## src/rtl/divider.sv

```systemverilog
// Unsigned 16/8 restoring divider: dividend on INBUS at start, divisor on the next cycle,
// result {remainder, quotient} on OUTBUS with a one-cycle done pulse.
module divider (
    input  logic        clk,
    input  logic        rst_b,
    input  logic        start,
    input  logic [15:0] INBUS,
    output logic [15:0] OUTBUS,
    output logic        done,
    output logic        err,
    output logic        busy
);

    typedef enum logic [2:0] {
        StIdle,
        StLoadDvs,
        StCheck,
        StIter,
        StFinish
    } state_t;

    state_t      state_q, state_d;
    logic [15:0] dividend_q, dividend_d;
    logic [7:0]  divisor_q, divisor_d;
    logic [8:0]  rem_q, rem_d;
    logic [7:0]  quo_q, quo_d;
    logic [2:0]  cnt_q, cnt_d;
    logic        err_pend_q, err_pend_d;
    logic [15:0] outbus_q, outbus_d;
    logic        done_q, done_d;
    logic        err_q, err_d;
    logic        busy_q, busy_d;

    logic [8:0]  rem_shift;
    logic [7:0]  quo_shift;

    assign rem_shift = {rem_q[7:0], quo_q[7]};
    assign quo_shift = {quo_q[6:0], 1'b0};

    always_comb begin
        state_d    = state_q;
        dividend_d = dividend_q;
        divisor_d  = divisor_q;
        rem_d      = rem_q;
        quo_d      = quo_q;
        cnt_d      = cnt_q;
        err_pend_d = err_pend_q;
        outbus_d   = outbus_q;
        done_d     = 1'b0;
        err_d      = 1'b0;
        busy_d     = busy_q;

        unique case (state_q)
            StIdle: begin
                if (start) begin
                    dividend_d = INBUS;
                    busy_d     = 1'b1;
                    state_d    = StLoadDvs;
                end
            end
            StLoadDvs: begin
                divisor_d = INBUS[7:0];
                state_d   = StCheck;
            end
            StCheck: begin
                // Upper dividend byte >= divisor means the quotient cannot fit in 8 bits
                if (divisor_q == 8'h00 || dividend_q[15:8] >= divisor_q) begin
                    err_pend_d = 1'b1;
                    state_d    = StFinish;
                end else begin
                    err_pend_d = 1'b0;
                    rem_d      = {1'b0, dividend_q[15:8]};
                    quo_d      = dividend_q[7:0];
                    cnt_d      = 3'd0;
                    state_d    = StIter;
                end
            end
            StIter: begin
                if (rem_shift >= {1'b0, divisor_q}) begin
                    rem_d = rem_shift - {1'b0, divisor_q};
                    quo_d = quo_shift | 8'h01;
                end else begin
                    rem_d = rem_shift;
                    quo_d = quo_shift;
                end
                cnt_d = cnt_q + 3'd1;
                if (cnt_q == 3'd7) begin
                    state_d = StFinish;
                end
            end
            StFinish: begin
                outbus_d = err_pend_q ? 16'hFFFF : {rem_q[7:0], quo_q};
                done_d   = 1'b1;
                err_d    = err_pend_q;
                busy_d   = 1'b0;
                state_d  = StIdle;
            end
            default: state_d = StIdle;
        endcase
    end

    always_ff @(posedge clk or negedge rst_b) begin
        if (!rst_b) begin
            state_q    <= StIdle;
            dividend_q <= 16'h0000;
            divisor_q  <= 8'h00;
            rem_q      <= 9'h000;
            quo_q      <= 8'h00;
            cnt_q      <= 3'd0;
            err_pend_q <= 1'b0;
            outbus_q   <= 16'h0000;
            done_q     <= 1'b0;
            err_q      <= 1'b0;
            busy_q     <= 1'b0;
        end else begin
            state_q    <= state_d;
            dividend_q <= dividend_d;
            divisor_q  <= divisor_d;
            rem_q      <= rem_d;
            quo_q      <= quo_d;
            cnt_q      <= cnt_d;
            err_pend_q <= err_pend_d;
            outbus_q   <= outbus_d;
            done_q     <= done_d;
            err_q      <= err_d;
            busy_q     <= busy_d;
        end
    end

    assign OUTBUS = outbus_q;
    assign done   = done_q;
    assign err    = err_q;
    assign busy   = busy_q;

endmodule

```

## config.mk

```make
export PLATFORM = sky130hd
export DESIGN_NAME = divider
export DESIGN_NICKNAME = d
export VERILOG_FILES = /design/src/rtl/divider.sv
export SDC_FILE = /design/constraint.sdc
export NUM_CORES = 1
export LEC_CHECK = 0
export CORE_UTILIZATION = 61
export CTS_BUF_LIST = sky130_fd_sc_hd__clkbuf_16
export CTS_CLUSTER_SIZE = 20
export DETAILED_ROUTE_END_ITERATION = 10
export GPL_ROUTABILITY_DRIVEN = 0
export MAX_ROUTING_LAYER = met4
export PLACE_DENSITY = 0.85
export RECOVER_POWER = 25
export SKIP_LAST_GASP = 1
export SYNTH_ARGS = -nofsm -noshare
export SYNTH_HDL_FRONTEND = slang
export SYNTH_SLANG_ARGS = --single-unit
```

## constraint.sdc

```tcl
create_clock -name clk -period 3.5 [get_ports clk]
set_clock_uncertainty 0.15 [all_clocks]
set_input_delay 0.7 -clock clk [delete_from_list [all_inputs] [get_ports clk]]
set_output_delay 0.7 -clock clk [all_outputs]
set_load 0.005 [all_outputs]
```

; ---- Word-level counts from Yosys, hierarchy flattened
; Cells that the tools add are included.
[word_totals]
wordCells = 50
reg_bits = 66
output_inout_bits = 19
[classes]
mux = 18
n_reduce_logical = 9
magnitude_cmp = 2
n_eq_ne = 8
addsub = 2
[ops]
columns = op, n
row1 = 8-bit one-hot mux with 2 select lines, 2
row2 = 8-bit 2-to-1 mux, 3
row3 = 16-bit 2-to-1 mux, 1
row4 = 3-bit 2-to-1 mux, 4
row5 = 3-bit one-hot mux with 4 select lines, 1
row6 = 9-bit by 8-bit greater-or-equal comparator with 1-bit output, 1
row7 = 8-bit greater-or-equal comparator, 1
row8 = 8-bit logical NOT, 1
row9 = 2-bit AND reduction, 4
row10 = 8-bit subtractor, 1
row11 = 3-bit by 2-bit equality test with 1-bit output (second input constant), 2
row12 = 3-bit equality test (second input constant), 2
row13 = 2-bit inequality test (second input constant), 3
row14 = 3-bit one-hot mux with 2 select lines, 1
row15 = 1-bit 2-to-1 mux, 5
row16 = 2-bit nonzero test, 2
row17 = 3-bit by 1-bit adder with 3-bit output (second input constant), 1
row18 = 3-bit by 1-bit equality test with 1-bit output (second input constant), 1
row19 = 3-bit logical NOT, 1
row20 = 1-bit one-hot mux with 2 select lines, 1
row21 = 1-bit logical OR, 1

; ---- Logic depth before layout (Yosys ltp)
[depth]
ltp_word = 4
ltp_mapped = 9
mapped_depth_nobuf = 9

; ---- Worst setup path before layout
; No wires, ideal clock.
[synth_path]
path_type = flip-flop to flip-flop
startpoint = reg divisor_q[4]
endpoint = reg rem_q[4]
period_less_slack_ns = 2.190
setup_time_ns = 0.074
path_stages_with_launch = 10
t_arrival_ns = 1.966
n_path_buf = 1
slack_ns = 1.310
cell_sequence = dfrtp_1 > inv_1 > ha_1 > a21o_1 > a31o_1 > o221ai_2 > and3_1 > buf_6 > mux2_4 > o21ai_2
[synth_via]
elab_chain_len = 4
[synth_rtl]
columns = item, line_no
row1 = start: declaration, 24  ; logic [7:0] divisor_q, divisor_d;
row2 = start signal: assignment, 118  ; divisor_q <= divisor_d;
row3 = 8-bit greater-or-equal comparator or 8-bit logical NOT (tied branches), 67  ; if (divisor_q == 8'h00 || dividend_q[15:8] >= divisor_q) begin
row4 = 1-bit logical OR, 67
row5 = 2-bit inequality test (no line), -
row6 = 2-bit AND reduction (no line), -
row7 = end signal: assignment, 119  ; rem_q <= rem_d;
row8 = end: declaration, 25  ; logic [8:0] rem_q, rem_d;
; Several ways; a longest one is shown, not always the timed one.
; A chain may end at the register's enable or synchronous reset.

; ---- Worst setup path after layout
[layout_path]
startpoint = reg divisor_q[1]
endpoint = reg state_q[1]
[layout_via]
elab_chain_len = 4
[layout_rtl]
columns = item, line_no
row1 = 8-bit greater-or-equal comparator or 8-bit logical NOT (tied branches), 67
row2 = 1-bit logical OR *, 67
row3 = 3-bit 2-to-1 mux *, 67
row4 = 3-bit one-hot mux with 4 select lines *, 53  ; unique case (state_q)
row5 = end signal: assignment, 104  ; state_q <= StIdle;
row6 = end signal: assignment, 116  ; state_q <= state_d;
row7 = end: declaration, 22  ; state_t state_q, state_d;
; Mark *: on every way between the ends. The rest lies on a longest branch, timed or not.

==> metrics.log <==
[metrics] status: finished, violations left
[metrics] violated checks: capacitance limit, slew limit
[metrics] CORE AREA: 5240 µm²
[metrics] library cell used as clock root buffer: clkbuf_16
[metrics] clock-pin slew on the worst setup and hold paths: 0.05 ns
[metrics] flip-flop cell with the highest count after synthesis: dfrtp_1
[metrics] setup repair after global routing missed its margin: false
[metrics] Synth Area in Simple Gates: 13.2%
[metrics] final setup violation count: 0
[metrics] P per Cell Area: between 1000 and 1500 nW/µm²
[metrics] TritonCTS clock tree: yes
[metrics] Synth Warn #: 0
[metrics] final cell utilization of the core: between 70% and 80%
[metrics] post-detailed-route via-to-cell ratio: approximately 6
[metrics] via count: between 2,000 and 3,000
[metrics] Peak VDD IR: between 0.6 and 0.7 mV
[metrics] global-route wire length before repair: around 12 mm
[metrics] remaining design rule violation count: 0
[metrics] startpoint-to-endpoint class of the critical path: register to register
[metrics] Synthesized Nets: around 360
[metrics] pin count of the biggest net entering global routing: 38
[metrics] final max-slew violation count: 31
[metrics] worst hold path depth: 1
[metrics] launch instance of the worst register-to-register path: divisor_q[1]
[metrics] number of global-route vias before repair: 2,490
[metrics] number of cell rows: 26
[metrics] global router's overall resource usage: between 20 and 30%
[metrics] Startpoint Class: register
[metrics] hpwl dp: 4.91 mm
[metrics] delay of the slowest cell on the worst path: about 0.73 ns
[metrics] Buffers on Ports: 37
[metrics] post-place setup slack: just over 0.8 ns
[metrics] standby leakage power: between 1.5 and 2 nW
[metrics] starting density of the core: approximately two thirds
[metrics] setup TNS: 0 ns
[metrics] final routed wire length divided by cell count: around 16 µm
[metrics] Crit path buffers/inverters: 1
[metrics] final hold viol count: 0
[metrics] cell area after technology mapping: 3420 µm²
[metrics] most common cell in the synthesized netlist: dfrtp_1
[metrics] async set-or-reset flop fraction in the synthesized netlist: 100%
[metrics] number of detailed-route iterations in the first pass: 4
[metrics] highest clock frequency the design can meet: between 0.3 and 0.4 GHz
[metrics] setup slack on the worst flop-to-flop path: about 0.86 ns
[metrics] post-synth cell types: 56
[metrics] Slew HR: -5.49%
[metrics] Worst Hold Launch: busy
[metrics] path class of the lowest-slack min-delay path: register to register
[metrics] depth of the CTS H-tree: 3
[metrics] smallest setup slack after layout: between 0.8 and 0.9 ns
[metrics] fin crit period: ~2.6 ns
[metrics] proportion of layout cells with a drive suffix above 1: between 10% and 20%
[metrics] mean post-synth cell area: 10.6 µm²
[metrics] die area: between 5000 and 6000 µm²
[metrics] Seq/Total Area, Yosys: approximately half
[metrics] synthesized instance count: between 300 and 400
[metrics] reg-to-reg critical path endpoint: state_q[1]
[metrics] xor/xnor share of the synthesized area: less than 1%
[metrics] Compound-Gate Fraction of Synth Area: between 10 and 15%
[metrics] sink of the worst hold path: busy
[metrics] Boundary Pins: 38
[metrics] sum of overflow across all layers after global routing: 0
[metrics] synthesis-to-finish area growth: 19.1%
[metrics] flip-flop and latch count after synthesis: between 60 and 70
[metrics] required time at the worst-slack endpoint: 3.55 ns
[metrics] total of fill cells in the finished design: between 300 and 400
[metrics] total power after layout: 0.00471 W
[metrics] fraction of synthesized area in multiplexers: between 10 and 15%
[metrics] Setup Buffers After CTS: 0
[metrics] initial antenna violation count: 0
[metrics] latest clock arrival within the worst-skew pair: 0.33 ns
[metrics] routed wire length: 7.13 mm
[metrics] post-route worst hold slack: between 0.3 and 0.4 ns
[metrics] antenna cell count: 0
[metrics] family with the most delay on the worst path: compound AO/OA/AOI/OAI gates
[metrics] list of most frequent post-synthesis cells: dfrtp_1 (66), nor2_1 (48), nand2_1 (24)
[metrics] clock tree sinks: 66
[metrics] footprint of the multi-input gates: around 1600 µm²
[metrics] total area of sequential cells: 1650 µm²
[metrics] cell types occupying the most area after synthesis: dfrtp_1 (48%), ha_1 (6.6%), mux2_2 (5.3%)
[metrics] post-synth top area share: ~48%
[metrics] count of cells along the worst register-to-register path: 8
[metrics] arrival time at the worst endpoint: 2.69 ns
[metrics] synthesized-area fraction occupied by adder cells: between 7 and 8%
[metrics] post-layout net count: between 300 and 400
[metrics] part of the cycle the worst path needs: 75.5%
[metrics] number of flops mapped to enable cells by yosys: 0
[metrics] actual slew at the worst max-slew pin: 1.58 ns
[metrics] cells traversed along the worst timing path: inv_1 -> ha_1 -> or3b_1 -> o2111ai_1 -> a31o_2 -> a31oi_4 -> a21oi_1 -> or2_2
[metrics] cell taking the most area after synthesis: dfrtp_1
[metrics] Worst path slowest cell: a31oi_4
[metrics] Worst Path Max Fanout: 32
[metrics] cts repair resizes: 0
[metrics] die span in x: roughly 77 µm
[metrics] capturing element type of the critical path: register
[metrics] Maximum Capacitance Violations: 1
[metrics] antenna viol nets, final: 0
[metrics] buffers from clock root to sink, at most: 2
[metrics] dominant combinational cell family by area after synthesis: compound AO/OA/AOI/OAI gates
[metrics] die span in y: 76.9 µm
[metrics] total clock buffers created by CTS: 9
[metrics] DR iter-0 viols: ~240
[metrics] CTS Hold Bufs: 0
-- kinds of logic after synthesis --
group | Yosys count
AOI/OAI and AO/OA | 77
xor gates and xnor gates | 3
buffers and inverters | 27
and+or+nand+nor | 96
DFF | 66
muxes | 36
adders and majority gates | 19
-- area by class of cell --
type / count / share of cell area (%)
Timing Repair Buffer: 40 / 9.43
Multi-Input combinational cell: 231 / 40.0
Sequential cell: 66 / 40.6
Clock buffer: 9 / 5.53
Clock inverter: 5 / 1.23
Inverter: 12 / 1.11
Tap cell: 70 / 2.15
-- flip-flops by register name, summed over array words and instances (netlist names), 3 cells and up --
signal and cells:
dividend_q 16, rem_q 8, divisor_q 8, OUTBUS 16, quo_q 8, cnt_q 3
state_q 3
-- where the power goes --
| part | switching, W | internal (W) | total (W) |
|---|---|---|---|
| sequential | 0.000334 | 0.00115 | 0.00148 |
| combinational | 0.00123 | 0.00116 | 0.00239 |
| clock | 0.000303 | 0.000535 | 0.000838 |
| total | 0.00186 | 0.00285 | 0.00471 |
-- worst max path at each step --
stage,from,to,slack [ns],depth (start not counted)
floorplan,divisor_q[4],rem_q[4],1.31,9
global placement,start,dividend_q[10],0.92,4
detailed placement,start,dividend_q[11],0.83,4
CTS,divisor_q[1],rem_q[3],0.87,8
global route,rst_b,rem_q[4],0.49,2
finish,divisor_q[1],state_q[1],0.86,8
-- per-stage QoR --
stage	instance area, µm²	instances
6_report	4070	433
5_1_grt	4070	433
3_3_place_gp	3810	419
4_1_cts	4090	433
2_1_floorplan	3420	324
3_5_place_dp	3810	419
-- per-layer routing --
layer,up-vias,part of all wire [%],global-route usage (%)
met5,-,0,-
met4,0,2.6,13.8
met3,19,4.4,4.52
met2,66,49,42.8
met1,1250,44,36.9
li1,1218,-,-
-- cells in the final DEF (no fill, tap or decap), types with 2 or more instances in the layout --
cell / count
a21o_1: 3
clkdlybuf4s50_1: 36
and3_1: 2
clkbuf_16: 9
o21a_1: 3
a31o_2: 2
buf_4: 2
nor2_1: 48
a211oi_1: 3
nand2_1: 24
and2_1: 5
xor2_1: 2
mux2i_1: 17
nor3b_1: 2
nor4_1: 2
o21ai_0: 21
ha_1: 18
inv_1: 14
a22o_1: 3
mux2_2: 16
dfrtp_1: 66
nand2b_1: 3
o21ai_1: 2
o31ai_1: 2
a21oi_1: 22
mux2_4: 3
Power figures use the tool's default switching activity.
